[src/rtl/spi_frame_sequencer.sv]
// Frame sequencer: pulls iLEN rows from the input FIFO into the BNN, then moves
// oLEN results (zero-padded on watchdog expiry) into the output FIFO.
module spi_frame_sequencer #(
    parameter int iWL    = 96,
    parameter int iLEN   = 180,
    parameter int oWL    = 13,
    parameter int oLEN   = 5,
    parameter int WL_ROW = 8,
    parameter int WL_RES = 3,
    parameter int TO_CYC = 65535
) (
    input  logic              clk,
    input  logic              iRST,
    input  logic              iWRFULL,
    input  logic              iRDEMPTY,
    output logic              oRDEN,
    output logic              oROW_VALID,
    output logic [WL_ROW-1:0] oROW_IDX,
    output logic              oROW_LAST,
    output logic              oBNN_START,
    input  logic              iRES_VALID,
    input  logic [oWL-1:0]    iRES_DATA,
    output logic [oWL-1:0]    oDATA,
    output logic              oWREN,
    output logic              oFINISH,
    output logic              oBUSY,
    output logic              oOVERRUN,
    output logic              oTIMEOUT,
    output logic [7:0]        oFRAME_CNT
);
    // state   | meaning
    // IDLE    | waiting for a loaded frame
    // LOAD    | reading rows out of the input FIFO
    // START   | last row on the bus, BNN start pulse armed
    // COLLECT | capturing BNN results, watchdog running
    // PAD     | watchdog expired, filling remaining words with zero
    // DONE    | all words written, finish pulse armed
    typedef enum logic [2:0] {
        S_IDLE, S_LOAD, S_START, S_COLLECT, S_PAD, S_DONE
    } state_t;

    if (iWL < 1 || iLEN < 1 || iLEN > (1 << WL_ROW) - 1 ||
        oLEN < 1 || oLEN > (1 << WL_RES) - 1) begin : g_cfg_check
        $error("spi_frame_sequencer: counter widths too small for iLEN/oLEN");
    end

    localparam logic [WL_ROW-1:0] ROW_LEN  = WL_ROW'(iLEN);
    localparam logic [WL_ROW-1:0] ROW_LAST = WL_ROW'(iLEN - 1);
    localparam logic [WL_RES-1:0] RES_LAST = WL_RES'(oLEN - 1);
    localparam logic [15:0]       WD_LAST  = 16'(TO_CYC - 1);

    state_t              state, state_nx;
    logic [WL_ROW-1:0]   rd_cnt;
    logic [WL_RES-1:0]   res_cnt;
    logic [15:0]         wd_cnt;
    logic                rden;

    always_comb begin
        state_nx = state;
        rden     = 1'b0;
        case (state)
            S_IDLE:    if (iWRFULL) state_nx = S_LOAD;
            S_LOAD: begin
                rden = ~iRDEMPTY & (rd_cnt < ROW_LEN);
                if (rden && rd_cnt == ROW_LAST) state_nx = S_START;
            end
            S_START:   state_nx = S_COLLECT;
            S_COLLECT: begin
                // a result arriving on the watchdog's last cycle still counts
                if (iRES_VALID) begin
                    if (res_cnt == RES_LAST) state_nx = S_DONE;
                end else if (wd_cnt == WD_LAST) begin
                    state_nx = S_PAD;
                end
            end
            S_PAD:     if (res_cnt == RES_LAST) state_nx = S_DONE;
            S_DONE:    state_nx = iWRFULL ? S_LOAD : S_IDLE;
            default:   state_nx = S_IDLE;
        endcase
    end

    assign oRDEN = rden;
    assign oBUSY = (state != S_IDLE);

    always_ff @(posedge clk) begin
        if (iRST) begin
            state      <= S_IDLE;
            rd_cnt     <= '0;
            res_cnt    <= '0;
            wd_cnt     <= '0;
            oROW_VALID <= 1'b0;
            oROW_IDX   <= '0;
            oROW_LAST  <= 1'b0;
            oBNN_START <= 1'b0;
            oDATA      <= '0;
            oWREN      <= 1'b0;
            oFINISH    <= 1'b0;
            oOVERRUN   <= 1'b0;
            oTIMEOUT   <= 1'b0;
            oFRAME_CNT <= '0;
        end else begin
            state      <= state_nx;
            oROW_VALID <= rden;
            oROW_IDX   <= rd_cnt;
            oROW_LAST  <= rden & (rd_cnt == ROW_LAST);
            oBNN_START <= (state == S_START);
            oFINISH    <= (state == S_DONE);
            oWREN      <= 1'b0;

            if ((state == S_IDLE || state == S_DONE) && iWRFULL) rd_cnt <= '0;
            else if (rden) rd_cnt <= rd_cnt + 1'b1;

            if (state == S_START) begin
                res_cnt <= '0;
                wd_cnt  <= '0;
            end

            if (state == S_COLLECT) begin
                if (iRES_VALID) begin
                    res_cnt <= res_cnt + 1'b1;
                    wd_cnt  <= '0;
                    oWREN   <= 1'b1;
                    oDATA   <= iRES_DATA;
                end else begin
                    wd_cnt <= wd_cnt + 16'd1;
                    if (wd_cnt == WD_LAST) oTIMEOUT <= 1'b1;
                end
            end

            if (state == S_PAD) begin
                res_cnt <= res_cnt + 1'b1;
                oWREN   <= 1'b1;
                oDATA   <= '0;
            end

            if (state == S_DONE) oFRAME_CNT <= oFRAME_CNT + 8'd1;

            // a second frame while busy is dropped, only flagged
            if (iWRFULL && (state == S_LOAD || state == S_START ||
                            state == S_COLLECT || state == S_PAD))
                oOVERRUN <= 1'b1;
        end
    end
endmodule

[config.mk]
export PLATFORM = sky130hd
export DESIGN_NAME = spi_frame_sequencer
export DESIGN_NICKNAME = d
export VERILOG_FILES = /design/src/rtl/spi_frame_sequencer.sv
export SDC_FILE = /design/constraint.sdc
export NUM_CORES = 1
export LEC_CHECK = 0
export ABC_AREA = 1
export CORE_ASPECT_RATIO = 1.1
export CORE_MARGIN = 4
export CORE_UTILIZATION = 38
export CTS_BUF_LIST = sky130_fd_sc_hd__clkbuf_2
export DETAILED_ROUTE_END_ITERATION = 7
export GPL_TIMING_DRIVEN = 0
export SYNTH_ARGS = -nofsm -noshare
export SYNTH_HDL_FRONTEND = slang
export SYNTH_SLANG_ARGS = --single-unit
[constraint.sdc]
create_clock -name clk -period 1.8 [get_ports clk]
set_clock_uncertainty 0.1 [all_clocks]
set_input_delay 0.18 -clock clk [delete_from_list [all_inputs] [get_ports clk]]
set_output_delay 0.18 -clock clk [all_outputs]
set_load 0.03 [all_outputs]
==> summary.md <==
| Metric | Value |
|---|---|
| Status | `completed` |
| TritonCTS clock tree | `yes` |
| Post-Syn Instances | `421` |
| Async set-reset flop share out of synthesis | `0%` |
| ANT nets after route | `0` |
| Max-slew violations | `0` |
| WP buf/inv | `3` |
| DRC Markers | `0` |
| Share of cells above drive strength 1 | `between 10% and 20%` |
| Net Sw Frac | `a little over a third` |
| Total gr overflow | `0` |
| # IOs | `between 50 and 60` |
| Chip Height | `101 µm` |
| Pleak | `1.64 nW` |
| TritonCTS buffer count | `9` |
| Final core occ | `roughly 51%` |
| Seq cells post-synth | `66` |
| Nets@finish | `approximately 520` |
| Top cells by area, synth | `dfxtp_1 (45%), nand2_1 (15%), a21oi_1 (6.3%), nor2_1 (6.2%), inv_1 (6.1%)` |
| N_diodes | `0` |
| Worst VDD drop | `between 0.4 and 0.5 mV` |
| CP Cell Sequence | `inv_2 > nand3_2 > nor2_2 > nand2_2 > inv_2 > buf_6` |
| Pwr/cell area | `slightly below 900 nW/µm²` |
| Critical Path Fanout Max | `4` |
| Clock Pin Slew Worst Setup and Hold Paths | `0.19 ns` |
| FP Rows | `33` |
| Clock Latency Late Sink | `roughly 0.51 ns` |
| HP Class | `in -> reg` |
| Bufs on Longest Clock Path | `2` |
| Initial Util | `39.4%` |
| Final Wtd Congestion | `between 0.8 and 0.9` |
| First-pass GRT wire length | `~12,000 µm` |
| Avg Synthesized Cell Area | `between 7 and 8 µm²` |
| Initial antenna violation count | `0` |
| Gate power share | `about a quarter` |
| Yosys top cell by area | `dfxtp_1` |
| Dpl hpwl | `5140 µm` |
| Worst-margin pin slew | `0.556 ns` |
| Hold_buf cts | `0` |
| Die area | `9260 µm²` |
| DR vias/cell | `between 4 and 5` |
| Pre-Repair DR Iteration Count | `4` |
| Largest net degree at the start of global routing | `13` |
| Filler cell count | `~800` |
| Area Growth Syn to Fin | `28.6%` |
| Max cap viols | `0` |
| Final Hold Violating Endpoints | `0` |
| RSZ-0062 raised after global routing | `true` |
| GRT Util Overall | `15.7%` |
| Top FF cell, synth | `dfxtp_1` |
| Routed wire per std cell | `11.5 µm` |
| Sequential share of power | `47.8%` |
| Pre-CTS WS | `-0.252 ns` |
| Synth Cell Area | `2960 µm²` |
| Sequential area share after synthesis | `between 40 and 50%` |
| CTS H-tree lvls | `3` |
| Fmax achieved | `just under 600 MHz` |
| Final Setup Violations | `0` |
| Die W | `92.1 µm` |
| Slowest stage delay, CP | `0.40 ns` |
| Area of the core | `about 7500 µm²` |
| Worst setup path startpoint | `state[2]` |
| Yosys cell types | `35` |
| CP max-delay cell | `dfxtp_4` |
| Crit-path leading delay family | `flip-flops` |
| Vias in the first global route | `2,638` |
| Most common cell after layout, fill and taps aside | `nand2_1` |
| Clock root buffer | `clkbuf_2` |
| Clock share of power | `about a quarter` |
| Worst hold path startpoint | `iRES_DATA[5]` |
| Cell area after layout | `between 3000 and 4000 µm²` |
| Highest-count cells in the layout ignoring fill and taps | `nand2_1 (116), dfxtp_1 (58), nor2_1 (46)` |
| Critical path required time | `~1.5 ns` |
| Worst Setup Start Kind | `flip-flop` |
| Critical R2R Launch | `wd_cnt[6]` |
| Num Clock Sinks | `66` |
| Int Pwr | `approximately 2.2 mW` |
| Net switching power | `roughly 1.2 mW` |
| Relative slew slack | `62.9%` |
| Placed Area | `between 3000 and 4000 µm²` |
| Post-synth top area share | `between 40 and 50%` |
| Post-route setup slack | `approximately 0.066 ns` |
| Drt first-iter violations | `62` |
| Vias | `roughly 2,800` |
| Crit Path Class | `reg -> out` |
| Final min period | `1.73 ns` |
| Most frequent CP cell | `inv_2` |
| Kind of end point of the critical path | `output port` |
| Yosys warns | `0` |
| Post-Syn Nets | `about 450` |
| Post-route clock period utilization | `96.4%` |
| EDFF count, synth | `0` |
| Final setup TNS | `0 ns` |
| Crit path DAT | `roughly 1.5 ns` |
| IO buf count | `55` |
| WL final | `slightly below 7000 µm` |
==> metrics by stage <==
step,power (mW),hold slack (ns),std cells
3_3_place_gp,2.49,0.341,581
3_5_place_dp,2.50,0.346,581
4_1_cts,3.36,0.0712,597
2_1_floorplan,2.19,0.223,421
5_1_grt,3.57,0.0474,605
6_report,3.34,0.111,605
==> power by group through the flow <==
stage                     Sequential (mW)  Combinational [mW]  Clock, mW
final                                1.60               0.875      0.869
after CTS                            1.59               0.856      0.907
after global placement               1.62               0.876          0
after global routing                 1.61               0.976      0.978
after detailed placement             1.62               0.882          0
after floorplan                      1.69               0.498          0
==> sequential cells by signal, indices dropped and copies added (netlist names) <==
register and count:
oOVERRUN 1, oWREN 1, oROW_VALID 1, oDATA 13, res_cnt 3, oFRAME_CNT 8
oBNN_START 1, oFINISH 1, state 3, oROW_IDX 8, rd_cnt 8, wd_cnt 16
oTIMEOUT 1, oROW_LAST 1
==> metal layers <==
metal	vias to the layer above	share of wire, %	GRT usage [%]
met4	0	2.0	6.51
li1	1494	-	-
met1	1278	46	18.2
met3	12	6.6	6.27
met5	-	0	0
met2	52	46	25.8
==> cells in the mapped netlist, types with 2 or more instances <==
| master | n |
|---|---|
| a22oi_1 | 2 |
| dfxtp_1 | 66 |
| a21oi_2 | 2 |
| xor2_1 | 3 |
| nor2_1 | 49 |
| a21oi_1 | 37 |
| nand2_2 | 2 |
| nor3_1 | 8 |
| nand4_1 | 6 |
| ha_1 | 6 |
| nand2_1 | 119 |
| a31oi_1 | 2 |
| inv_1 | 48 |
| nand3b_1 | 2 |
| buf_6 | 2 |
| buf_1 | 2 |
| nor2_2 | 3 |
| and3_1 | 2 |
| buf_2 | 4 |
| o21ai_0 | 26 |
| nand3_1 | 16 |
==> cell type report <==
type	count	area (µm²)	share of cell area (%)
Inverter	50	189	4.96
Clock buffer	9	45.0	1.18
Sequential cell	66	1340	35.1
Tap cell	105	131	3.45
Multi-Input combinational cell	295	1410	37.1
Timing Repair Buffer	63	562	14.8
Clock inverter	7	68.8	1.81
Buffer	10	61.3	1.61
==> final timing paths <==
check | endpoint | slack (ns) | depth (start not counted)
worst max-delay path | oRDEN | 0.07 | 6
worst min-delay path | oDATA[5] | 0.11 | 3
worst max register to register | state[0] | 0.18 | 7
worst min register to register | oOVERRUN | 0.36 | 2
==> cell families after synthesis <==
group	synth area share, %
XOR/XNOR	0.888
AO/OA/AOI/OAI	13.5
AND/OR/NAND/NOR	29.9
flip-flops	44.7
adder cells (fa/ha/maj)	2.54
buffers and inverters	8.46
==> timing repair <==
action | 4_1_cts | 5_1_grt
buffers inserted | 0 | 8
endpoints found under the setup margin | 38 | 2
pin swaps | 0 | 5
resized for setup | 51 | 20
==> worst reg2reg max path: stages (launching register included) <==
cell and delay, ns:
dfxtp_1 0.48, nand2_1 0.13, nor2_1 0.19, nand2_1 0.13, o21ai_2 0.19, nand2_1 0.08, a21oi_1 0.15, nor2_1 0.05
(Power assumes the default switching activity.)
